<file path="config.mk">
export PLATFORM = sky130hd
export DESIGN_NAME = ysyx_22050612_wbu
export DESIGN_NICKNAME = d
export VERILOG_FILES = /design/src/rtl/ysyx_22050612_wbu.sv
export SDC_FILE = /design/constraint.sdc
export NUM_CORES = 1
export LEC_CHECK = 0
export CAP_MARGIN = 40
export CORE_MARGIN = 3
export CORE_UTILIZATION = 43
export DETAILED_ROUTE_END_ITERATION = 16
export DONT_BUFFER_PORTS = 1
export PLACE_DENSITY = 0.63
export SETUP_SLACK_MARGIN = 0.1
export SLEW_MARGIN = 5
export SYNTH_ARGS = -nofsm -noshare
export SYNTH_HDL_FRONTEND = slang
export SYNTH_SLANG_ARGS = --single-unit
</file>
<file path="constraint.sdc">
create_clock -name i_clk -period 8.96 [get_ports i_clk]
set_input_delay 1.792 -clock i_clk [delete_from_list [all_inputs] [get_ports i_clk]]
set_output_delay 1.792 -clock i_clk [all_outputs]
set_load 0.03 [all_outputs]
</file>
<file path="src/rtl/ysyx_22050612_wbu.sv">
// Writeback unit: merges LSU and ALU results onto the single register-file write port,
// buffers ALU results in a 2-entry FIFO and tracks outstanding destinations in a busy scoreboard.
module ysyx_22050612_wbu #(
   parameter int unsigned ADDR_WIDTH = 5,
   parameter int unsigned DATA_WIDTH = 64
) (
   input  logic                         i_clk,
   input  logic                         i_rst,
   input  logic                         i_alu_valid,
   output logic                         o_alu_ready,
   input  logic [ADDR_WIDTH-1:0]        i_alu_rd,
   input  logic [DATA_WIDTH-1:0]        i_alu_data,
   input  logic                         i_lsu_valid,
   output logic                         o_lsu_ready,
   input  logic [ADDR_WIDTH-1:0]        i_lsu_rd,
   input  logic [DATA_WIDTH-1:0]        i_lsu_data,
   input  logic                         i_issue_valid,
   input  logic [ADDR_WIDTH-1:0]        i_issue_rd,
   output logic                         o_wen,
   output logic [ADDR_WIDTH-1:0]        o_waddr,
   output logic [DATA_WIDTH-1:0]        o_wdata,
   output logic [(2**ADDR_WIDTH)-1:0]   o_busy,
   output logic                         o_idle
);

   localparam int unsigned NREG = 2**ADDR_WIDTH;

   logic [1:0]            r_count;
   logic                  r_rptr;
   logic                  r_wptr;
   logic [ADDR_WIDTH-1:0] r_rd   [2];
   logic [DATA_WIDTH-1:0] r_data [2];
   logic [NREG-1:0]       r_busy;

   logic                  w_full;
   logic                  w_empty;
   logic                  w_lsu_wr;
   logic                  w_pop;
   logic                  w_push;
   logic [NREG-1:0]       w_busy_nxt;

   assign w_full  = (r_count == 2'd2);
   assign w_empty = (r_count == 2'd0);

   // Loads to x0 are dropped, leaving the port free for the FIFO head.
   assign w_lsu_wr = !i_rst && i_lsu_valid && (i_lsu_rd != '0);
   assign w_pop    = !i_rst && !w_lsu_wr && !w_empty;
   assign w_push   = i_alu_valid && !w_full && (i_alu_rd != '0);

   assign o_alu_ready = !w_full;
   assign o_lsu_ready = 1'b1;
   assign o_busy      = r_busy;
   assign o_idle      = w_empty && (r_busy == '0);

   always_comb begin
      o_wen   = 1'b0;
      o_waddr = '0;
      o_wdata = '0;
      if (w_lsu_wr) begin
         o_wen   = 1'b1;
         o_waddr = i_lsu_rd;
         o_wdata = i_lsu_data;
      end else if (w_pop) begin
         o_wen   = 1'b1;
         o_waddr = r_rd[r_rptr];
         o_wdata = r_data[r_rptr];
      end
   end

   // Clear before set so a same-cycle issue of the register being written keeps it busy.
   always_comb begin
      w_busy_nxt = r_busy;
      if (o_wen) begin
         w_busy_nxt[o_waddr] = 1'b0;
      end
      if (i_issue_valid && (i_issue_rd != '0)) begin
         w_busy_nxt[i_issue_rd] = 1'b1;
      end
      w_busy_nxt[0] = 1'b0;
   end

   always_ff @(posedge i_clk) begin
      if (i_rst) begin
         r_count <= 2'd0;
         r_rptr  <= 1'b0;
         r_wptr  <= 1'b0;
         r_busy  <= '0;
      end else begin
         if (w_push) begin
            r_wptr <= ~r_wptr;
         end
         if (w_pop) begin
            r_rptr <= ~r_rptr;
         end
         case ({w_push, w_pop})
            2'b10:   r_count <= r_count + 2'd1;
            2'b01:   r_count <= r_count - 2'd1;
            default: r_count <= r_count;
         endcase
         r_busy <= w_busy_nxt;
      end
   end

   always_ff @(posedge i_clk) begin
      if (!i_rst && w_push) begin
         r_rd[r_wptr]   <= i_alu_rd;
         r_data[r_wptr] <= i_alu_data;
      end
   end

endmodule

</file>
==> impl.org, run 1 <==
** Status
- The run finished with clean final reports.

** Setup path
- Slowest-stage cell, CP :: sky130_fd_sc_hd__o31a_1
- Largest fanout on the critical path :: 61
- In this design, the stage delay of the slowest critical-path cell is 0.72 ns.
- The startpoint identified for the worst register-to-register timing path is r_count[0]$_SDFFE_PP0P_.
- Worst Setup Path Type :: input port to primary output
- Data on the critical path arrives at its endpoint at 3.98 ns.
- Launching element of the worst setup path :: i_lsu_valid
- CP cell instances :: nor2b_1 > o21a_4 > o31a_1 > clkinv_2
- STA puts the critical path data required time at 7.17 ns.
- The worst setup path is captured at a primary output.
- Type of element launching the critical path :: input port

** STA
- Final-report max-slew violation count :: 0
- Slew of the pin with the lowest slew margin :: 0.971 ns
- Setup TNS :: 0 ns
- The worst path meets setup with 3.19 ns of slack.
- Fmax :: 173 MHz
- Final worst clock skew :: 0.0107 ns
- Setup repair after global routing left no endpoint under its margin.
- Final critical path time including I/O delays and setup :: 5.77 ns
- Final number of hold-violating endpoints :: 0
- Final worst path period share :: 64.4%
- Slew Limit Headroom :: 35.1%
- Setup violations remaining at the end of the flow were counted as 0.

** Synthesis
- Synth Area in Adders :: 0.162%
- Sequential fraction of the synthesis area :: 63.1%
- Number of enable-type register cells in the synthesized netlist :: 138
- In this run, distinct cell masters in the synthesized netlist total 47.
- Cell with the most instances after synthesis :: sky130_fd_sc_hd__edfxtp_1
- The number of nets in the synthesized netlist is 765.
- Of the total synthesized cell area, the portion taken by AND, OR, NAND and NOR gates is 11.6%.
- Post-synthesis mux area share :: 8.96%
- Mean area per synthesized cell :: 12.5 um^2
- The mapped netlist covers 0.00770 mm^2.
- In this run, synthesis produced a sequential element count of 174.
- Compound-Gate Fraction of Synth Area :: 12.6%
- Area contributors post-synth :: sky130_fd_sc_hd__edfxtp_1, sky130_fd_sc_hd__dfxtp_1, sky130_fd_sc_hd__mux2i_1, sky130_fd_sc_hd__o31ai_1, sky130_fd_sc_hd__nand2_1
- Post-Synth XOR/XNOR Area :: 0.341%
- Count of warnings emitted by yosys :: 0
- Of all flip-flops after synthesis, the portion carrying an async set or reset was 0%.
- After synthesis, the largest family of logic cells by area is compound AO/OA/AOI/OAI gates.
- Synth cell count leaders :: sky130_fd_sc_hd__edfxtp_1, sky130_fd_sc_hd__nand2_1, sky130_fd_sc_hd__mux2i_1, sky130_fd_sc_hd__o31ai_1, sky130_fd_sc_hd__nor2_1
- Cell count after synthesis :: 616
- Cell type with the highest aggregate area in the netlist :: sky130_fd_sc_hd__edfxtp_1
- Among all flip-flop cells after synthesis, the most frequent one is sky130_fd_sc_hd__edfxtp_1.
- The share of synthesized area in the top cell type comes to 53.8%.

** Clock network
- TritonCTS clock tree :: yes
- The H-tree was split into 4 levels.
- Number of clock buffers inserted by TritonCTS :: 17
- Worst-skew pair later-pin latency :: 0.42 ns
- After clock tree synthesis, the clock-pin slew on the worst setup and hold paths is 0.07 ns.
- The clock passes through at most 2 buffers.
- Post CTS Setup Buffer Count :: 0
- Count of cells resized by post-cts repair :: 0
- The clock drives 174 sinks.
- CTS hold repair buffers :: 0
- The tree is rooted in a sky130_fd_sc_hd__clkbuf_16.

** Global routing
- Global routing finished with a remaining overflow of 0.
- The first global-routing pass estimated 27,300 um of wire.
- Most Used Layer, Global Route :: met2
- GR Layer Usage met1 :: 21.3%
- Global routing consumed, on the met3 layer, 6.36% of the routing resources.
- Number of antenna violations at the first check in global routing :: 0
- All-Layer GR Usage :: 17.8%
- Vias in the first global route :: 5,155
- Met2 Track Usage GR :: 29.9%
- Maximum number of pins on one net before global-route repair :: 79

** Floorplanning
- Num ports :: 253
- Core Rows :: 48
- Once the floorplan was initialized, standard cells occupied 44.2% of the core.
- The die is 140 um tall.
- Core area :: 0.0174 mm^2
- Die outline area :: 0.0196 mm^2
- Horizontal die dimension :: 140 um

** Pwr
- Leak Pwr :: 2.97 nW
- Power per unit of standard cell area :: 262 mW/mm^2
- Worst vdd ir :: 0.156 mV

** Place
- Once detailed placement completed, the half-perimeter wirelength came to 12,200 um.
- Port buffer count :: 0
- Last weighted congestion value of the routability-driven placer :: 0.841
- At the placement stage, the worst setup path has a slack of 3.21 ns.

** Drt
- Detailed-route wire length :: 17,500 um
- For this block, the via count after detailed routing is 5,185.
- Average wire per standard cell :: 19.5 um
- Detail-routed via count per cell :: 5.75
- The count of nets left with antenna violations once routing finished came out at 0.
- After detailed routing, the number of remaining DRC violations is 0.
- Initial DRC count :: 354
- DRT Pass-1 Iters :: 5

** Min path
- The worst hold path begins at r_rptr$_SDFFE_PP0P_.
- Worst hold-check path type :: flop to flop

** Finish
- Net count reported at finish :: 812
- Area growth from synthesis to layout :: 13.7%
- After filler insertion, the fill cell instance count of the layout stands at 1,522.
- Diodes inserted :: 0
- Cells with a size suffix above 1 make up 18.9% of the layout.
- Summing all multi-input logic gate instances after layout gives 0.00262 mm^2.
- FF/Latch Area :: 0.00487 mm^2

** Run
- Max-cap violations in this run came to 0.
layout by cell type, fill, tap and decap left out, drive strengths merged, types with 3 or more instances in the layout:
cell type / netlist / routed
dfxtp: 36 / 36
edfxtp: 138 / 138
nand2: 81 / 81
nor2: 40 / 40
a21oi: 16 / 16
buf: 14 / 73
a311oi: 9 / 9
nand3: 3 / 3
nand2b: 4 / 4
clkinv: 4 / 9
nor2b: 5 / 5
o31ai: 64 / 64
o21bai: 6 / 6
mux2i: 69 / 69
inv: 2 / 11
o31a: 5 / 5
clkbuf: 31 / 17
nor3: 37 / 37
nor4: 7 / 7
a31oi: 3 / 3
a211oi: 20 / 20
area by class of cell:
cell class	instances	share of cell area [%]
Clock buffer	17	4.86
Clock inverter	15	1.67
Inverter	6	0.400
Multi-Input combinational cell	391	29.9
Sequential cell	174	55.6
Tap cell	225	3.21
Timing Repair Buffer	73	4.40
kinds of logic after synthesis:
group                      after synthesis
xor gates and xnor gates                 3
buffers and inverters                   51
adders and majority gates                1
muxes                                   69
DFF                                    174
AOI/OAI and AO/OA                      128
and+or+nand+nor                        188
other                                    2
state kept, by name, summed over array words and instances, names as in the netlist, named ones only:
name / cells
r_data: 128
r_rptr: 1
r_rd: 10
r_wptr: 1
o_busy: 31
r_count: 2
metal layers:
| metal | part of all wire, % | up-vias | wire length, um |
|---|---|---|---|
| li1 | - | 2448 | - |
| met1 | 38 | 2462 | 6710 |
| met2 | 50 | 252 | 8720 |
| met3 | 10 | 23 | 1800 |
| met4 | 1.7 | 0 | 297 |
| met5 | 0 | - | 0 |
power breakdown:
group          switching [W]  total [W]  internal, W
sequential         0.0000492   0.000993     0.000944
combinational       0.000408   0.000598     0.000189
clock               0.000331   0.000702     0.000371
final timing paths:
kind                                               to  slack, ns  depth (start not counted)
worst max-delay path                       o_waddr[1]       3.19                          4
worst min-delay path                             flop       0.51                          2
worst max register to register  o_busy[13]$_SDFF_PP0_       5.53                          7
worst min register to register                   flop       0.51                          2
critical path, delay by kind of cell:
kind | cells | cell delay, ns
AOI/OAI and AO/OA | 2 | 1.34
buffers and inverters | 1 | 0.49
and+or+nand+nor | 1 | 0.35
stage by stage:
step / std cells / power (W) / area (um^2) / hold slack, ns / util (%)
after floorplan: 616 / 0.00148 / 7700 / 0.472 / -
after global placement: 804 / 0.00156 / 7860 / 0.475 / 45.1
after detailed placement: 869 / 0.00162 / 8190 / 0.490 / 47.0
after CTS: 901 / 0.00233 / 8760 / 0.502 / 50.3
after global routing: 901 / 0.00241 / 8760 / 0.533 / 50.3
final: 901 / 0.00229 / 8760 / 0.506 / 50.3
(Power assumes the default switching activity.)
==> run 2: changes to the inputs <==
==> constraint.sdc (replaced) <==
create_clock -name i_clk -period 5.55 [get_ports i_clk]
set_input_delay 1.11 -clock i_clk [delete_from_list [all_inputs] [get_ports i_clk]]
set_output_delay 1.11 -clock i_clk [all_outputs]
set_load 0.03 [all_outputs]
==> run 2 against run 1 <==
Net effect: non-clock buffer count up 2; critical path depth did not move; worst hold slack better by 0.0043 ns; final cell count grew 0.33%; sequential share of layout area down 1.3 points; clock skew decreased by 0.0028 ns.
==> impl.org, run 2 (same netlist as run 1, synthesis figures left out) <==
** STA
- Setup TNS :: 0 ns
- Slew Limit Headroom :: 44.8%
- Final number of hold-violating endpoints :: 0
- Based on the critical path, the design can be clocked at up to 241 MHz.
- The smallest clock period supported by the final layout is computed as 4.15 ns.
- Final worst path period share :: 74.9%
- Slew of the pin with the lowest slew margin :: 0.828 ns
- Hold WS :: 0.511 ns
- The total count of max-transition violations in the final report was 0.
- Unrepaired setup endpoints after global routing :: false
- Setup-violating endpoint count in the final report :: 0
- Clock skew on the completed layout was measured at 0.00785 ns.

** Clock network
- After clock tree synthesis, the flow added hold-fix buffers numbering 0.
- TritonCTS built the clock tree.
- In this run the number of H-tree levels came out at 4.
- After clock tree synthesis, the clock-pin slew on the worst setup and hold paths is 0.07 ns.
- Gates resized during post-CTS repair numbered 0.
- Number of sinks driven by the clock tree :: 174
- Post CTS Setup Buffer Count :: 0
- Number of clock buffers inserted by TritonCTS :: 17
- Clock tree synthesis selected as its root buffer the cell sky130_fd_sc_hd__clkbuf_16.
- At the later pin of the worst-skew pair, clock insertion delay measures 0.43 ns.
- Max Buffers Root-to-Sink :: 2

** Floorplanning
- In this run the standard cell core region covers 0.0174 mm^2.
- Horizontal die dimension :: 140 um
- Num ports :: 253
- Die outline area :: 0.0196 mm^2
- Core Rows :: 48
- Die Span Y :: 140 um
- Once the floorplan was initialized, standard cells occupied 44.2% of the core.

** Pwr
- In this run switching power makes up 33.2% of total power.
- Combinational logic burns 26.3% of the power.
- Int Power :: 0.00256 W
- Sequential share of power :: 42.3%
- Switching power of the nets :: 0.00127 W
- Power per unit of standard cell area :: 427 mW/mm^2
- For this design the static power due to leakage is 3.01 nW.
- Post-layout total power :: 0.00383 W
- Part of the total power dissipated in the clock network :: 31.5%
- Worst vdd ir :: 0.210 mV

** Drt
- For this run, design rule violations remaining after detail routing come to 0.
- The count of nets left with antenna violations once routing finished came out at 0.
- For this run, the detailed router's first-pass iteration total came to 5.
- Initial DRC count :: 288
- Detailed-route wire length :: 18,100 um
- In the final routed layout, each cell accounts on average for 20.0 um.
- Detailed-route via count :: 5,095
- Detail-routed via count per cell :: 5.64

** Min path
- Worst hold-check path type :: flop to flop
- The startpoint identified for the worst hold timing path is r_rptr$_SDFFE_PP0P_.
- Along the worst hold path, the cell count comes to 2.

** Setup path
- Worst flop-to-flop path startpoint :: r_count[0]$_SDFFE_PP0P_
- Worst endpoint required time :: 4.44 ns
- Internal reg-to-reg setup slack :: 2.29 ns
- The worst register-to-register path ends at o_busy[5]$_SDFF_PP0_.
- Length in cells of the worst reg-to-reg path :: 6
- The worst setup path is launched from an input port.
- By startpoint and endpoint, the worst setup path is classified as input port to primary output.
- Of all nets on the critical path, the largest fanout is 24.
- Capturing element type of the critical path :: primary output
- Data arrives at the worst endpoint at 3.04 ns.

** Finish
- Cells fill 51.5% of the core in the end.
- Most used cells in the layout excluding fill and tap cells :: sky130_fd_sc_hd__edfxtp_1, sky130_fd_sc_hd__nand2_1, sky130_fd_sc_hd__mux2i_1
- The register with the most flip-flops in the layout has 128 of them.
- Most common cell after layout, fill and taps aside :: sky130_fd_sc_hd__edfxtp_1
- From synthesis to final layout, the design area changed by 16.4%.
- The finished cells cover 0.00897 mm^2.
- At the end of the flow, the number of nets in the layout was 814.
- More flip-flops sit in one register than any other, and that register is r_data.
- Cells with a size suffix above 1 make up 19.0% of the layout.

** Place
- Once placement finished, the instance area stood at 0.00837 mm^2.
- Last weighted congestion value of the routability-driven placer :: 0.881
- Detailed placer's ending HPWL :: 12,600 um
- Port buffer count :: 0

** Global routing
- Entering global routing, the biggest net connects 60 pins.
- All-Layer GR Usage :: 17.9%
- Overflow left after global routing :: 0
- Vias in the first global route :: 4,927
- Wire length of the first global-routing pass :: 27,200 um
- Number of antenna violations at the first check in global routing :: 1

** Status
- The flow ran to the end, and the final reports show no timing, DRC or antenna violations.

** Run
- The tool flagged a number of max-cap violations equal to 0.
## run 2: cell count changes in the layout (fill, tap and decap cells not counted), moves of 2 or more
cell	previous run	this run
sky130_fd_sc_hd__inv_8	5	3
sky130_fd_sc_hd__buf_2	65	10
sky130_fd_sc_hd__bufinv_16	0	2
sky130_fd_sc_hd__buf_8	0	2
sky130_fd_sc_hd__buf_4	8	63
## run 2: stage by stage
step / cells / worst slack, ns
2_1_floorplan: 616 / 0.881
3_3_place_gp: 859 / 1.48
3_5_place_dp: 871 / 1.42
4_1_cts: 903 / 1.38
5_1_grt: 904 / 1.21
6_report: 904 / 1.40
## run 2: area by class of cell
class                           instances  area (um^2)
Tap cell                              225          282
Inverter                                6         35.0
Clock inverter                         14          170
Antenna cell                            1         2.50
Clock buffer                           18          429
Timing Repair Buffer                   75          553
Fill cell                            1494         8450
Sequential cell                       174         4870
Multi-Input combinational cell        391         2630
## run 2: critical path: stages
cell	delay (ns)
sky130_fd_sc_hd__nor2b_1	0.36
sky130_fd_sc_hd__o21a_4	0.40
sky130_fd_sc_hd__o31a_1	0.67
sky130_fd_sc_hd__clkinv_2	0.48
## run 2: power groups by stage
stage	logic, W	clock network (W)	registers (W)
final	0.00101	0.00121	0.00162
after global routing	0.00108	0.00129	0.00163
after CTS	0.00102	0.00123	0.00162
after detailed placement	0.00101	0	0.00165
after global placement	0.000982	0	0.00165
after floorplan	0.000804	0	0.00159
## run 2: worst max-delay path by stage
stage                            startpoint                     end  slack [ns]  depth (start not counted)
finish                          i_lsu_valid              o_waddr[1]        1.40                          4
global route        r_count[1]$_SDFFE_PP0P_              o_waddr[1]        1.21                          4
CTS                 r_count[0]$_SDFFE_PP0P_              o_waddr[1]        1.38                          4
detailed placement              i_lsu_valid              o_waddr[1]        1.42                          4
global placement                      i_rst             o_wdata[48]        1.48                          3
floorplan                             i_rst  r_data[0][0]$_DFFE_PP_        0.88                          3
## run 2: layer usage
layer / GRT usage (%) / part of all wire, %
met2: 29.5 / 49
met3: 7.08 / 9.2
met5: 0 / 0
met4: 5.76 / 1.3
met1: 21.5 / 41
